File: config.mk
export PLATFORM = sky130hd
export DESIGN_NAME = mac_tx_arbiter
export DESIGN_NICKNAME = d
export VERILOG_FILES = /design/src/rtl/mac_pkg.sv /design/src/rtl/mac_tx_rr2.sv /design/src/rtl/mac_tx_arbiter.sv
export SDC_FILE = /design/constraint.sdc
export NUM_CORES = 1
export LEC_CHECK = 0
export ABC_AREA = 1
export CORE_MARGIN = 1
export CORE_UTILIZATION = 30
export DETAILED_ROUTE_END_ITERATION = 6
export SLEW_MARGIN = 10
export SYNTH_ARGS = -nofsm -noshare
export SYNTH_HDL_FRONTEND = slang
export SYNTH_SLANG_ARGS = --single-unit
File: constraint.sdc
create_clock -name clk -period 2.13 [get_ports clk]
set_clock_uncertainty 0.1 [all_clocks]
set_input_delay 0.426 -clock clk [delete_from_list [all_inputs] [get_ports clk]]
set_output_delay 0.426 -clock clk [all_outputs]
set_load 0.005 [all_outputs]
File: src/rtl/mac_pkg.sv
// Shared types and parameter defaults for the MAC transmit arbiter.
package mac_pkg;

   typedef enum logic [1:0] {
      ST_IDLE  = 2'd0,
      ST_PASS  = 2'd1,
      ST_ABORT = 2'd2,
      ST_DRAIN = 2'd3
   } arb_state_t;

   localparam int unsigned MAX_LEN_DEFAULT        = 1518;
   localparam int unsigned TIMEOUT_CYCLES_DEFAULT = 1024;

   function automatic logic [7:0] sat_inc8(input logic [7:0] v);
      return (v == 8'hFF) ? v : v + 8'd1;
   endfunction

endpackage

File: src/rtl/mac_tx_rr2.sv
// Two-way packet-level round-robin pick: on contention the source not served last wins.
module mac_tx_rr2
   import mac_pkg::*;
(
   input  logic [1:0] req,
   input  logic       last_served,
   output logic [1:0] gnt
);

   always_comb begin
      gnt = req;
      if (req == 2'b11) begin
         gnt = last_served ? 2'b01 : 2'b10;
      end
   end

endmodule

File: src/rtl/mac_tx_arbiter.sv
// Two-source AXI-stream packet arbiter into the MAC TX path with length abort/drain.
// Optional source-stall timeout is built when MAC_TX_ARB_TIMEOUT_EN is defined.
//
// state    | meaning
// ---------+---------------------------------------------------------------
// ST_IDLE  | no grant; pick a requesting source for the next cycle
// ST_PASS  | granted source wired straight through to the MAC
// ST_ABORT | presenting the drop beat (tuser=1, tlast=1) until MAC accepts
// ST_DRAIN | swallowing the rest of the granted packet up to tlast/tuser
module mac_tx_arbiter
   import mac_pkg::*;
#(
   parameter int unsigned MAX_LEN        = MAX_LEN_DEFAULT,
   parameter int unsigned TIMEOUT_CYCLES = TIMEOUT_CYCLES_DEFAULT
) (
   input  logic       clk,
   input  logic       rst,
   input  logic [7:0] s0_tdata,
   input  logic       s0_tvalid,
   input  logic       s0_tlast,
   input  logic       s0_tuser,
   output logic       s0_tready,
   input  logic [7:0] s1_tdata,
   input  logic       s1_tvalid,
   input  logic       s1_tlast,
   input  logic       s1_tuser,
   output logic       s1_tready,
   output logic [7:0] m_tdata,
   output logic       m_tvalid,
   output logic       m_tlast,
   output logic       m_tuser,
   input  logic       m_tready,
   output logic [1:0] grant,
   output logic [7:0] abort_count
);

   if (MAX_LEN < 1 || MAX_LEN > 65535 || TIMEOUT_CYCLES < 1 || TIMEOUT_CYCLES > 65535) begin : g_bad_params
      $error("mac_tx_arbiter: MAX_LEN/TIMEOUT_CYCLES out of range 1..65535");
   end

   // The drop beat occupies the last slot, so a packet never exceeds MAX_LEN beats on the wire.
   localparam logic [15:0] ABORT_AT = 16'(MAX_LEN - 1);

   arb_state_t  state_q, state_d;
   logic [1:0]  grant_q, grant_d;
   logic        last_q, last_d;
   logic [15:0] beat_q, beat_d;
   logic [7:0]  abort_q, abort_d;
   logic [1:0]  rr_gnt;
   logic [15:0] beat_inc;
   logic        g_ready;
   logic [7:0]  g_tdata;
   logic        g_tvalid, g_tlast, g_tuser;

   mac_tx_rr2 u_rr (
      .req         ({s1_tvalid, s0_tvalid}),
      .last_served (last_q),
      .gnt         (rr_gnt)
   );

   assign g_tdata  = grant_q[1] ? s1_tdata  : s0_tdata;
   assign g_tvalid = grant_q[1] ? s1_tvalid : s0_tvalid;
   assign g_tlast  = grant_q[1] ? s1_tlast  : s0_tlast;
   assign g_tuser  = grant_q[1] ? s1_tuser  : s0_tuser;
   assign beat_inc = beat_q + 16'd1;

`ifdef MAC_TX_ARB_TIMEOUT_EN
   localparam logic [15:0] STALL_LIMIT = 16'(TIMEOUT_CYCLES);
   logic [15:0] stall_q, stall_d;
   logic [15:0] stall_inc;

   assign stall_inc = stall_q + 16'd1;

   always_ff @(posedge clk or posedge rst) begin
      if (rst) begin
         stall_q <= '0;
      end else begin
         stall_q <= stall_d;
      end
   end

   always_comb begin
      stall_d = stall_q;
      if (state_q == ST_IDLE) begin
         stall_d = '0;
      end else if (state_q == ST_PASS) begin
         stall_d = g_tvalid ? 16'd0 : stall_inc;
      end
   end
`endif

   always_ff @(posedge clk or posedge rst) begin
      if (rst) begin
         state_q <= ST_IDLE;
         grant_q <= '0;
         last_q  <= 1'b1;
         beat_q  <= '0;
         abort_q <= '0;
      end else begin
         state_q <= state_d;
         grant_q <= grant_d;
         last_q  <= last_d;
         beat_q  <= beat_d;
         abort_q <= abort_d;
      end
   end

   always_comb begin
      state_d  = state_q;
      grant_d  = grant_q;
      last_d   = last_q;
      beat_d   = beat_q;
      abort_d  = abort_q;
      m_tdata  = '0;
      m_tvalid = 1'b0;
      m_tlast  = 1'b0;
      m_tuser  = 1'b0;
      g_ready  = 1'b0;
      case (state_q)
         ST_IDLE: begin
            if (rr_gnt != 2'b00) begin
               grant_d = rr_gnt;
               beat_d  = '0;
               state_d = ST_PASS;
            end
         end
         ST_PASS: begin
            m_tdata  = g_tdata;
            m_tvalid = g_tvalid;
            m_tlast  = g_tlast;
            m_tuser  = g_tuser;
            g_ready  = m_tready;
            if (g_tvalid && m_tready) begin
               beat_d = beat_inc;
               if (g_tlast || g_tuser) begin
                  last_d  = grant_q[1];
                  grant_d = '0;
                  state_d = ST_IDLE;
               end else if (beat_inc >= ABORT_AT) begin
                  state_d = ST_ABORT;
               end
            end
`ifdef MAC_TX_ARB_TIMEOUT_EN
            if (!g_tvalid && stall_inc >= STALL_LIMIT) begin
               state_d = ST_ABORT;
            end
`endif
         end
         ST_ABORT: begin
            m_tvalid = 1'b1;
            m_tlast  = 1'b1;
            m_tuser  = 1'b1;
            if (m_tready) begin
               abort_d = sat_inc8(abort_q);
               state_d = ST_DRAIN;
            end
         end
         ST_DRAIN: begin
            g_ready = 1'b1;
            if (g_tvalid && (g_tlast || g_tuser)) begin
               last_d  = grant_q[1];
               grant_d = '0;
               state_d = ST_IDLE;
            end
         end
         default: begin
            grant_d = '0;
            state_d = ST_IDLE;
         end
      endcase
   end

   assign s0_tready   = g_ready & grant_q[0];
   assign s1_tready   = g_ready & grant_q[1];
   assign grant       = grant_q;
   assign abort_count = abort_q;

endmodule

==> run metrics <==
Root Driver clkbuf_8; VDD IR max 0.552 mV; RSZ-0062 raised after global routing true; worst-case clock buffer depth 2; Placed Cells 428; starting DRC count in detailed routing 66; Initial Utilization 0.313; violated checks DRC; Max-slew headroom 0.753; Final nets just under 400; antenna violations before repair 0; Tot GR Track Use 0.149; Worst Tran Pin Value around 0.37 ns; CP Launch Type flop; Worst Path Arrival roughly 1.5 ns; Synth Instances approximately 290; Slew Viols, Final 0; Setup crit end kind output port; Ys Warns 0; Synth Net Count 320; gpl congestion 0.772; TritonCTS Buffers 5; port bufs 47; vias after detailed routing roughly 2000; Finished Layout Cells 440; crit path max-delay cell type dfrtp_2; DRC errors left 4; Top delay family on crit path buffers and inverters; Max Fclk a little under 0.5 GHz; post-synthesis area per instance 7.02 µm²; total congestion overflow 0; area of the multi-input gates ~1100 µm²; Die Area 7020 µm²; CTS tree done; Core ar. 6420 µm²; drt total wl 4860 µm; P&R area growth vs syn 45.0%; FF/Latch Area 729 µm²; #FFs+latches synth 29; Max-Cap Viols 0; chip height approximately 84 µm; number of vias per cell between 4 and 5; Routed Antenna Nets 0; Pwr Total approximately 0.0028 W; antenna cells 0; status complete, but fails checks; die width about 84 µm; final setup TNS 0 ns; DP HPWL 3650 µm; pwr/cell area between 900 and 1000 nW/µm²; H-tree levels 2; vias in the first global route 1942; CTS Sinks 29; Buf/Inv on CP 4; DR WL/cell between 10 and 15 µm; first-pass GRT wire length around 8500 µm; CP peak stage delay ~0.45 ns; Pleak ~1.4 nW; worst-path maximum fanout 4; Hold Path Class flop to flop; minimum clock period between 2 and 2.5 ns; Finish-stage setup viols 0; Worst R2R Setup Slack 0.24 ns; Worst Path Required ~1.6 ns; row cnt 29; I/O pin count 48; largest net degree at the start of global routing 30; later-pin clock latency in the skew report between 0.2 and 0.3 ns; register area share after synthesis 0.362; number of iterations in the first detailed-routing pass 6; Distinct cells, synth 31; Syn Std Cell Area approximately 2000 µm²; FILL cells around 650; Final Cycle Share 0.959; Hold Fails Final Rpt 0; WS Path Type flop to output port; CP cell instances buf_4 -> inv_4 -> ha_4 -> inv_2 -> nor2_1 -> dlygate4sd2_1; Reg clk slew, reported paths about 0.07 ns; layout cells sized above 1 0.198; fin util 0.453
cells in the final DEF, fill, tap and decap left out:
cell and n:
inv_4 1, a21boi_1 1, dfrtp_1 26, o21ai_0 22, o22ai_1 6, dlygate4sd2_1 11, clkinvlp_4 1, a21oi_1 4
ha_1 5, buf_6 1, bufinv_16 1, a21oi_2 3, o21ai_1 4, clkbuf_2 2, nand3b_1 1, inv_2 7
xor2_1 8, nor2_4 1, a211oi_4 1, buf_4 27, dfstp_2 1, nand2_2 7, clkbuf_8 6, inv_1 34
nand4_1 5, nor3_1 1, o211ai_1 2, dfrtp_2 2, clkinv_1 2, nor2_1 51, nor2_2 3, clkdlybuf4s50_1 34
mux2_2 1, nand2_1 56, ha_4 3, xnor2_1 3, ha_2 1, o21ai_2 3, nand3_1 15
through the flow:
step	worst slack [ns]	hold slack (ns)	area, µm²
global route	-0.0314	0.445	2910
finish	0.0867	0.403	2910
floorplan	0.387	0.373	2010
detailed placement	-0.282	0.400	2720
CTS	0.0000119	0.410	2870
global placement	-0.277	0.387	2720
Yosys cell counts:
master / n / area, µm²
a211oi_2: 1 / 12.5
ha_1: 9 / 113
o21ai_0: 22 / 110
inv_2: 3 / 11.3
o21ai_1: 5 / 25.0
inv_1: 39 / 146
o211ai_1: 2 / 15.0
a21oi_2: 2 / 17.5
o22ai_1: 6 / 37.5
a21oi_1: 5 / 25.0
xor2_1: 8 / 70.1
buf_4: 1 / 7.51
nand3_1: 15 / 75.1
nand2_1: 57 / 214
dfstp_2: 1 / 26.3
nand2_2: 6 / 37.5
nor2_2: 3 / 18.8
buf_2: 2 / 10.0
nor2_4: 1 / 11.3
mux2_2: 1 / 11.3
nand3b_1: 1 / 7.51
nor2_1: 51 / 191
xnor2_1: 3 / 26.3
buf_6: 1 / 11.3
o21ai_2: 2 / 17.5
a21boi_1: 1 / 7.51
nand4_1: 5 / 31.3
clkinv_1: 2 / 7.51
clkbuf_1: 2 / 7.51
nor3_1: 1 / 5.00
dfrtp_1: 28 / 701
logic make-up (layout without fill, tap and decap cells):
family	after synthesis	count (layout)	share of synthesized area
AND/OR/NAND/NOR	140	140	0.295
flip-flops	29	29	0.362
buffers and inverters	50	127	0.100
adder cells (fa/ha/maj)	9	9	0.0561
AO/OA/AOI/OAI	46	46	0.133
multiplexers	1	1	0.00561
XOR/XNOR	11	11	0.0480
timing repair:
| item | CTS | global route |
|---|---|---|
| pin swaps | 0 | 3 |
| setup endpoints to repair | 13 | 7 |
| cloned | 0 | 0 |
| resized for setup | 24 | 12 |
| hold buffers | 0 | 0 |
| buffers inserted | 2 | 2 |
registers in the layout, summed over array words and instances (netlist names), named ones only:
signal       count
last_q           1
beat_q          16
abort_count      8
grant            2
state_q          1
power by group:
part / switching (W) / internal (W)
Clock: 0.000227 / 0.000380
Sequential: 0.000101 / 0.000646
Combinational: 0.000753 / 0.000723
Total: 0.00108 / 0.00175
metal layers:
layer,GRT usage,part of all wire,wire length [µm]
met1,0.198,0.49,2400
met2,0.241,0.46,2220
met3,0.0227,0.032,155
met4,0.0627,0.016,77
met5,0,0,0
cell type report:
cell class,instances,area share
Tap cell,77,0.0331
Inverter,44,0.0576
Multi-Input combinational cell,207,0.391
Clock inverter,2,0.0129
Clock buffer,6,0.0284
Timing Repair Buffer,75,0.227
Sequential cell,29,0.251
path summary, 6_finish.rpt:
check,startpoint,endpoint,depth (start not counted)
max,state_q[0],m_tlast,6
min,abort_count[7],abort_count[7],1
max reg2reg,beat_q[1],state_q[0],12
min reg2reg,abort_count[7],abort_count[7],1
max in group asynchronous,rst,last_q,3
min in group asynchronous,rst,beat_q[0],3
(Power assumes the default switching activity.)
